File: config.mk
export PLATFORM = sky130hd
export DESIGN_NAME = mips_mc_controller_flat
export DESIGN_NICKNAME = d
export VERILOG_FILES = /design/src/rtl/mips_mc_if.sv /design/src/rtl/mips_mc_controller.sv /design/src/flat_wrapper.sv
export SDC_FILE = /design/constraint.sdc
export NUM_CORES = 1
export LEC_CHECK = 0
export CORE_ASPECT_RATIO = 1.5
export CORE_MARGIN = 2
export CORE_UTILIZATION = 50
export CTS_BUF_LIST = sky130_fd_sc_hd__clkbuf_4 sky130_fd_sc_hd__clkbuf_8
export CTS_CLUSTER_DIAMETER = 100
export DETAILED_ROUTE_END_ITERATION = 7
export GPL_TIMING_DRIVEN = 0
export PLACE_DENSITY = 0.87
export SLEW_MARGIN = 25
export SYNTH_ARGS = -nofsm -noshare
export SYNTH_HDL_FRONTEND = slang
export SYNTH_SLANG_ARGS = --single-unit
File: constraint.sdc
create_clock -name clk -period 2.96 [get_ports clk]
set_input_delay 0.296 -clock clk [delete_from_list [all_inputs] [get_ports clk]]
set_output_delay 0.296 -clock clk [all_outputs]
set_load 0.05 [all_outputs]
File: src/rtl/mips_mc_if.sv
// Control bundle between the multicycle MIPS control FSM and its datapath.
//
// Controller inputs : op, funct (instruction register fields), zero (ALU flag),
//                     mem_ready (unified memory completes the access this cycle)
// Controller outputs: iord, memread, memwrite, irwrite, regdst, memtoreg,
//                     regwrite, alusrca, alusrcb, pcsrc, pcen, alucontrl
//
// master = controller side, slave = datapath/memory side.
interface mips_mc_if #(
    parameter int ALU_CTRL_WIDTH = 3
);
    logic [5:0]                op;
    logic [5:0]                funct;
    logic                      zero;
    logic                      mem_ready;
    logic                      iord;
    logic                      memread;
    logic                      memwrite;
    logic                      irwrite;
    logic                      regdst;
    logic                      memtoreg;
    logic                      regwrite;
    logic                      alusrca;
    logic [1:0]                alusrcb;
    logic [1:0]                pcsrc;
    logic                      pcen;
    logic [ALU_CTRL_WIDTH-1:0] alucontrl;

    modport master (
        input  op, funct, zero, mem_ready,
        output iord, memread, memwrite, irwrite, regdst, memtoreg, regwrite,
               alusrca, alusrcb, pcsrc, pcen, alucontrl
    );

    modport slave (
        output op, funct, zero, mem_ready,
        input  iord, memread, memwrite, irwrite, regdst, memtoreg, regwrite,
               alusrca, alusrcb, pcsrc, pcen, alucontrl
    );
endinterface

File: src/rtl/mips_mc_controller.sv
// Main control FSM of the multicycle MIPS core. Sequences the shared ALU and
// the unified instruction/data memory port over 3-5 cycles per instruction.
//
// Ports:
//   clk            system clock
//   rst_n          asynchronous active-low reset
//   bus            mips_mc_if.master: opcode/funct/zero/mem_ready in,
//                  datapath mux selects, write enables and ALU control out
//   state_dbg      current FSM state encoding
//   illegal_instr  one-cycle pulse on an unsupported opcode or funct
//   retired        count of completed instructions (wraps)
//
// state   | meaning
// FETCH   | read instruction at PC, PC+4 on the ALU, wait for mem_ready
// DECODE  | dispatch on op, precompute branch target PC+(imm<<2)
// MEMADR  | rs + signimm -> effective address
// MEMRD   | load data read, held until mem_ready
// MEMWB   | load data -> rt
// MEMWR   | store write, held until mem_ready
// EXECUTE | R-type ALU operation selected by funct
// ALUWB   | ALU result -> rd
// BEQ     | rs - rt, take branch when zero
// ADDIEX  | rs + signimm
// ADDIWB  | ALU result -> rt
// JUMP    | load jump target into PC
module mips_mc_controller #(
    parameter int ALU_CTRL_WIDTH   = 3,
    parameter int RETIRE_CNT_WIDTH = 32
) (
    input  logic                        clk,
    input  logic                        rst_n,
    mips_mc_if.master                   bus,
    output logic [3:0]                  state_dbg,
    output logic                        illegal_instr,
    output logic [RETIRE_CNT_WIDTH-1:0] retired
);

    typedef enum logic [3:0] {
        S_FETCH   = 4'd0,
        S_DECODE  = 4'd1,
        S_MEMADR  = 4'd2,
        S_MEMRD   = 4'd3,
        S_MEMWB   = 4'd4,
        S_MEMWR   = 4'd5,
        S_EXECUTE = 4'd6,
        S_ALUWB   = 4'd7,
        S_BEQ     = 4'd8,
        S_ADDIEX  = 4'd9,
        S_ADDIWB  = 4'd10,
        S_JUMP    = 4'd11
    } state_t;

    localparam logic [5:0] OP_RTYPE = 6'b000000;
    localparam logic [5:0] OP_LW    = 6'b100011;
    localparam logic [5:0] OP_SW    = 6'b101011;
    localparam logic [5:0] OP_BEQ   = 6'b000100;
    localparam logic [5:0] OP_ADDI  = 6'b001000;
    localparam logic [5:0] OP_J     = 6'b000010;

    localparam logic [2:0] ALU_ADD = 3'b010;
    localparam logic [2:0] ALU_SUB = 3'b110;
    localparam logic [2:0] ALU_AND = 3'b000;
    localparam logic [2:0] ALU_OR  = 3'b001;
    localparam logic [2:0] ALU_SLT = 3'b111;

    state_t     state_q;
    state_t     state_nxt;
    logic       retire;
    logic       illegal;
    logic [2:0] alu_op;
    logic       iord_c, memread_c, memwrite_c, irwrite_c, regdst_c;
    logic       memtoreg_c, regwrite_c, alusrca_c, pcen_c;
    logic [1:0] alusrcb_c, pcsrc_c;

    always_ff @(posedge clk or negedge rst_n) begin
        if (!rst_n) begin
            state_q <= S_FETCH;
            retired <= '0;
        end else begin
            state_q <= state_nxt;
            if (retire) begin
                retired <= retired + RETIRE_CNT_WIDTH'(1);
            end
        end
    end

    always_comb begin
        state_nxt  = state_q;
        retire     = 1'b0;
        illegal    = 1'b0;
        alu_op     = 3'b000;
        iord_c     = 1'b0;
        memread_c  = 1'b0;
        memwrite_c = 1'b0;
        irwrite_c  = 1'b0;
        regdst_c   = 1'b0;
        memtoreg_c = 1'b0;
        regwrite_c = 1'b0;
        alusrca_c  = 1'b0;
        alusrcb_c  = 2'b00;
        pcsrc_c    = 2'b00;
        pcen_c     = 1'b0;
        unique case (state_q)
            S_FETCH: begin
                memread_c = 1'b1;
                alusrcb_c = 2'b01;
                alu_op    = ALU_ADD;
                if (bus.mem_ready) begin
                    irwrite_c = 1'b1;
                    pcen_c    = 1'b1;
                    state_nxt = S_DECODE;
                end
            end
            S_DECODE: begin
                alusrcb_c = 2'b11;
                alu_op    = ALU_ADD;
                case (bus.op)
                    OP_LW, OP_SW: state_nxt = S_MEMADR;
                    OP_RTYPE:     state_nxt = S_EXECUTE;
                    OP_BEQ:       state_nxt = S_BEQ;
                    OP_ADDI:      state_nxt = S_ADDIEX;
                    OP_J:         state_nxt = S_JUMP;
                    default: begin
                        illegal   = 1'b1;
                        state_nxt = S_FETCH;
                    end
                endcase
            end
            S_MEMADR: begin
                alusrca_c = 1'b1;
                alusrcb_c = 2'b10;
                alu_op    = ALU_ADD;
                state_nxt = (bus.op == OP_LW) ? S_MEMRD : S_MEMWR;
            end
            S_MEMRD: begin
                iord_c    = 1'b1;
                memread_c = 1'b1;
                if (bus.mem_ready) begin
                    state_nxt = S_MEMWB;
                end
            end
            S_MEMWB: begin
                memtoreg_c = 1'b1;
                regwrite_c = 1'b1;
                retire     = 1'b1;
                state_nxt  = S_FETCH;
            end
            S_MEMWR: begin
                iord_c     = 1'b1;
                memwrite_c = 1'b1;
                if (bus.mem_ready) begin
                    retire    = 1'b1;
                    state_nxt = S_FETCH;
                end
            end
            S_EXECUTE: begin
                alusrca_c = 1'b1;
                state_nxt = S_ALUWB;
                case (bus.funct)
                    6'b100000: alu_op = ALU_ADD;
                    6'b100010: alu_op = ALU_SUB;
                    6'b100100: alu_op = ALU_AND;
                    6'b100101: alu_op = ALU_OR;
                    6'b101010: alu_op = ALU_SLT;
                    default: begin
                        illegal   = 1'b1;
                        state_nxt = S_FETCH;
                    end
                endcase
            end
            S_ALUWB: begin
                regdst_c   = 1'b1;
                regwrite_c = 1'b1;
                retire     = 1'b1;
                state_nxt  = S_FETCH;
            end
            S_BEQ: begin
                alusrca_c = 1'b1;
                alu_op    = ALU_SUB;
                pcsrc_c   = 2'b01;
                pcen_c    = bus.zero;
                retire    = 1'b1;
                state_nxt = S_FETCH;
            end
            S_ADDIEX: begin
                alusrca_c = 1'b1;
                alusrcb_c = 2'b10;
                alu_op    = ALU_ADD;
                state_nxt = S_ADDIWB;
            end
            S_ADDIWB: begin
                regwrite_c = 1'b1;
                retire     = 1'b1;
                state_nxt  = S_FETCH;
            end
            S_JUMP: begin
                pcsrc_c   = 2'b10;
                pcen_c    = 1'b1;
                retire    = 1'b1;
                state_nxt = S_FETCH;
            end
            default: state_nxt = S_FETCH;
        endcase
    end

    // Reset parks the FSM in FETCH, whose decode would otherwise request a
    // memory read and (with mem_ready high) load PC/IR while rst_n is low.
    // The load enables and the memory request are therefore qualified by rst_n.
    assign bus.iord      = iord_c;
    assign bus.memread   = memread_c & rst_n;
    assign bus.memwrite  = memwrite_c;
    assign bus.irwrite   = irwrite_c & rst_n;
    assign bus.regdst    = regdst_c;
    assign bus.memtoreg  = memtoreg_c;
    assign bus.regwrite  = regwrite_c;
    assign bus.alusrca   = alusrca_c;
    assign bus.alusrcb   = alusrcb_c;
    assign bus.pcsrc     = pcsrc_c;
    assign bus.pcen      = pcen_c & rst_n;
    assign bus.alucontrl = ALU_CTRL_WIDTH'(alu_op);

    assign state_dbg     = state_q;
    assign illegal_instr = illegal;

endmodule

File: src/flat_wrapper.sv
// flat-port wrapper written by rule: the top's interface ports become plain ports
module mips_mc_controller_flat 
#(
    parameter int ALU_CTRL_WIDTH   = 3,
    parameter int RETIRE_CNT_WIDTH = 32
)
  (clk, rst_n, state_dbg, illegal_instr, retired, bus_op, bus_funct, bus_zero, bus_mem_ready, bus_iord, bus_memread, bus_memwrite, bus_irwrite, bus_regdst, bus_memtoreg, bus_regwrite, bus_alusrca, bus_alusrcb, bus_pcsrc, bus_pcen, bus_alucontrl);
  mips_mc_if #(.ALU_CTRL_WIDTH(ALU_CTRL_WIDTH)) bus_i ();
  input  logic clk;
  input  logic rst_n;
  output logic [3:0] state_dbg;
  output logic illegal_instr;
  output logic [RETIRE_CNT_WIDTH-1:0] retired;
  input wire logic [$bits(bus_i.op)-1:0] bus_op;
  input wire logic [$bits(bus_i.funct)-1:0] bus_funct;
  input wire logic [$bits(bus_i.zero)-1:0] bus_zero;
  input wire logic [$bits(bus_i.mem_ready)-1:0] bus_mem_ready;
  output wire logic [$bits(bus_i.iord)-1:0] bus_iord;
  output wire logic [$bits(bus_i.memread)-1:0] bus_memread;
  output wire logic [$bits(bus_i.memwrite)-1:0] bus_memwrite;
  output wire logic [$bits(bus_i.irwrite)-1:0] bus_irwrite;
  output wire logic [$bits(bus_i.regdst)-1:0] bus_regdst;
  output wire logic [$bits(bus_i.memtoreg)-1:0] bus_memtoreg;
  output wire logic [$bits(bus_i.regwrite)-1:0] bus_regwrite;
  output wire logic [$bits(bus_i.alusrca)-1:0] bus_alusrca;
  output wire logic [$bits(bus_i.alusrcb)-1:0] bus_alusrcb;
  output wire logic [$bits(bus_i.pcsrc)-1:0] bus_pcsrc;
  output wire logic [$bits(bus_i.pcen)-1:0] bus_pcen;
  output wire logic [$bits(bus_i.alucontrl)-1:0] bus_alucontrl;
  assign bus_i.op = bus_op;
  assign bus_i.funct = bus_funct;
  assign bus_i.zero = bus_zero;
  assign bus_i.mem_ready = bus_mem_ready;
  assign bus_iord = bus_i.iord;
  assign bus_memread = bus_i.memread;
  assign bus_memwrite = bus_i.memwrite;
  assign bus_irwrite = bus_i.irwrite;
  assign bus_regdst = bus_i.regdst;
  assign bus_memtoreg = bus_i.memtoreg;
  assign bus_regwrite = bus_i.regwrite;
  assign bus_alusrca = bus_i.alusrca;
  assign bus_alusrcb = bus_i.alusrcb;
  assign bus_pcsrc = bus_i.pcsrc;
  assign bus_pcen = bus_i.pcen;
  assign bus_alucontrl = bus_i.alucontrl;
  mips_mc_controller #(.ALU_CTRL_WIDTH(ALU_CTRL_WIDTH), .RETIRE_CNT_WIDTH(RETIRE_CNT_WIDTH)) u_core (.clk(clk), .rst_n(rst_n), .bus(bus_i), .state_dbg(state_dbg), .illegal_instr(illegal_instr), .retired(retired));
endmodule
==> flow_summary.json <==
{
  "synth_ff_type": "dfrtp_1",
  "netlist_area_mm2": 0.00204,
  "cp-start-kind": "input pin",
  "path_cells": "dlygate4sd3_1, buf_2, buf_16, and4_1, a21o_1, clkdlybuf4s50_1",
  "setup-tns-final_ps": 0,
  "start_util": 0.519,
  "path_delay_family": "buffers and inverters",
  "dp_slack_ps": 450,
  "dp_hpwl_um": 3800,
  "path_buf_inv": 4,
  "ff2ff_path_depth": 5,
  "fin_area_mm2": 0.00290,
  "die_y_um": 82.1,
  "cp.arrival_ps": 2540,
  "fmax_mhz": 353,
  "ios": 69,
  "grt_max_degree": 24,
  "grt_use_total": 0.220,
  "slew_violations": 0,
  "syn_avg_cell_area_um2": 9.65,
  "diodes": 0,
  "worstSetupEndpointType": "output pin",
  "slew_headroom": 0.646,
  "layout_min_cycle_time_ps": 2830,
  "instances_no_fill": 333,
  "peakVddDrop_mv": 0.509,
  "htree_levels": 2,
  "status": "finished, final reports clean",
  "ant_nets": 0,
  "leakagePower_nw": 1.22,
  "nFillCells": 302,
  "cts_buffers": 5,
  "grt_pass1_vias": 1745,
  "async_flop_share": 1.00,
  "root_buffer": "clkbuf_8",
  "critPathMaxFanout": 23,
  "cts_tree": "done",
  "dr.pass1.iters": 4,
  "clock_skew_ps": 6.27,
  "fin_ws_ps": 127,
  "clk_pin_slew_ps": 70,
  "grt_pass1_wl_um": 8030,
  "post_drt_wl_per_cell_um": 14.9,
  "syn-num-nets": 228,
  "nets": 304,
  "wl_um": 4950,
  "ys_ff_latch": 36,
  "core_mm2": 0.00392,
  "dieArea_mm2": 0.00461,
  "grt-ovfl-total": 0,
  "core.rowCount": 28,
  "tightest_slew_ps": 529,
  "place.gp.congestion": 0.890,
  "cpMaxStageDelayCell": "clkdlybuf4s50_1",
  "clock_path_buffers": 2,
  "grt_setup_unrepaired": "false",
  "min_period_over_period": 0.957,
  "cap_violations": 0,
  "antenna_found_initial": 0,
  "setup_viol": 0,
  "syn_inst": 211,
  "syn_to_final_growth_pct": 42.5,
  "die_width_um": 56.1,
  "synth-seq-area-share": 0.443,
  "power_density_mw_per_mm2": 643,
  "vias_per_cell": 5.61,
  "synth_cell_types": 47,
  "drc": 0,
  "detailroute.via_count": 1868,
  "hold_path_class": "input pin to async pin",
  "slowest_delay_ps": 790,
  "clkLatencyLatePin_ps": 290,
  "cp_num_cells": 6,
  "placed_area_mm2": 0.00279,
  "final_hold_viol_count": 0,
  "cp_data_required_time_ps": 2660,
  "cts_sinks": 36,
  "layout-drive-gt1-share": 0.0833,
  "path_class": "input pin to output pin",
  "dp_cells": 324,
  "drt_iter0_drc": 53,
  "yosysWarningCount": 0,
  "synth_edf_count": 0,
  "port_buffers": 67
}
metrics by stage:
stage	power (mW)	hold WS (ps)	utilization
6_report	1.87	470	0.739
3_5_place_dp	1.50	256	0.711
3_3_place_gp	1.48	462	0.705
2_1_floorplan	1.20	0.409	-
4_1_cts	1.88	475	0.739
5_1_grt	1.95	504	0.739
cells in the final DEF (no fill, tap or decap), types with 2 or more instances in the layout:
master	count
xnor2_1	28
mux2i_1	2
a31oi_1	2
nand3_1	14
clkbuf_1	5
xor2_1	5
a21oi_1	8
nor3_1	10
o21a_1	4
nand2b_1	5
nor3_2	2
a21o_1	3
and4_1	3
inv_1	3
o31ai_1	2
buf_2	2
dfrtp_1	36
nor3_4	2
nand2_1	18
clkbuf_8	6
clkdlybuf4s50_1	65
nand4_1	9
and3_1	4
o21ai_0	2
nor2_1	19
cell type report:
class,count,area [µm²],share of cell area
plain buffers,8,38.8,0.0134
flip-flops and latches,36,901,0.311
multi-input cells,164,1090,0.376
repair buffers,69,706,0.243
well taps,45,56.3,0.0194
clock inverters,1,7.51,0.00259
clock buffers,7,90.1,0.0311
inverters,3,11.3,0.00388
metal layers:
layer / track usage / share of wire / vias to the layer above / wire length (µm)
li1: - / - / 900 / -
met2: 0.394 / 0.52 / 67 / 2580
met5: 0 / 0 / - / 0
met3: 0.0576 / 0.068 / 3 / 338
met1: 0.261 / 0.40 / 898 / 1990
met4: 0.0595 / 0.0099 / 0 / 49
sequential cells by signal, summed over array words and instances (netlist names):
register,flops
u_core.state_dbg,4
u_core.retired,32
cell families after synthesis:
group,share of synthesized area
adder cells (fa/ha/maj),0.00615
XOR/XNOR,0.142
AO/OA/AOI/OAI,0.101
flip-flops,0.443
multiplexers,0.0154
buffers and inverters,0.0246
AND/OR/NAND/NOR,0.268
report_power, final:
| part | switching, mW | internal, mW |
|---|---|---|
| Clock | 0.174 | 0.198 |
| Combinational | 0.590 | 0.295 |
| Sequential | 0.0681 | 0.540 |
| Total | 0.832 | 1.03 |
worst reg2reg max path: cells and delay by family, from the launching register on:
| family | cells | cell delay, ps |
|---|---|---|
| flip-flops | 1 | 460 |
| AND/OR/NAND/NOR | 4 | 1350 |
| XOR/XNOR | 1 | 160 |
synthesized netlist by cell type (all sizes together), types with 3 or more instances:
cell type | n | share of area
nor2 | 19 | 0.035
a21oi | 8 | 0.020
and4 | 3 | 0.013
nor3 | 14 | 0.048
nand2b | 6 | 0.022
nand2 | 18 | 0.033
a21o | 3 | 0.011
xnor2 | 28 | 0.12
xor2 | 5 | 0.022
clkbuf | 5 | 0.0092
and3 | 5 | 0.016
o21a | 4 | 0.015
buf | 3 | 0.0098
inv | 3 | 0.0055
nand4 | 10 | 0.034
dfrtp | 36 | 0.44
nand3 | 14 | 0.034
repair_timing:
item | in CTS | in global routing
endpoints found under the setup margin | 0 | 1
hold buffers | 1 | 0
setup buffers | 0 | 0
gates resized for setup | 0 | 1
hold endpoints to repair | 16 | 0
final timing paths:
| check | start | endpoint | slack (ps) |
|---|---|---|---|
| max | rst_n | bus_pcen | 130 |
| min | rst_n | u_core.retired[17] | 470 |
| max reg2reg | u_core.retired[5] | u_core.retired[26] | 880 |
| min reg2reg | u_core.retired[31] | u_core.retired[31] | 490 |
| max in group asynchronous | rst_n | u_core.retired[30] | 2040 |
| min in group clk | u_core.retired[31] | u_core.retired[31] | 490 |
No activity file was read; power rests on OpenSTA's default activity.
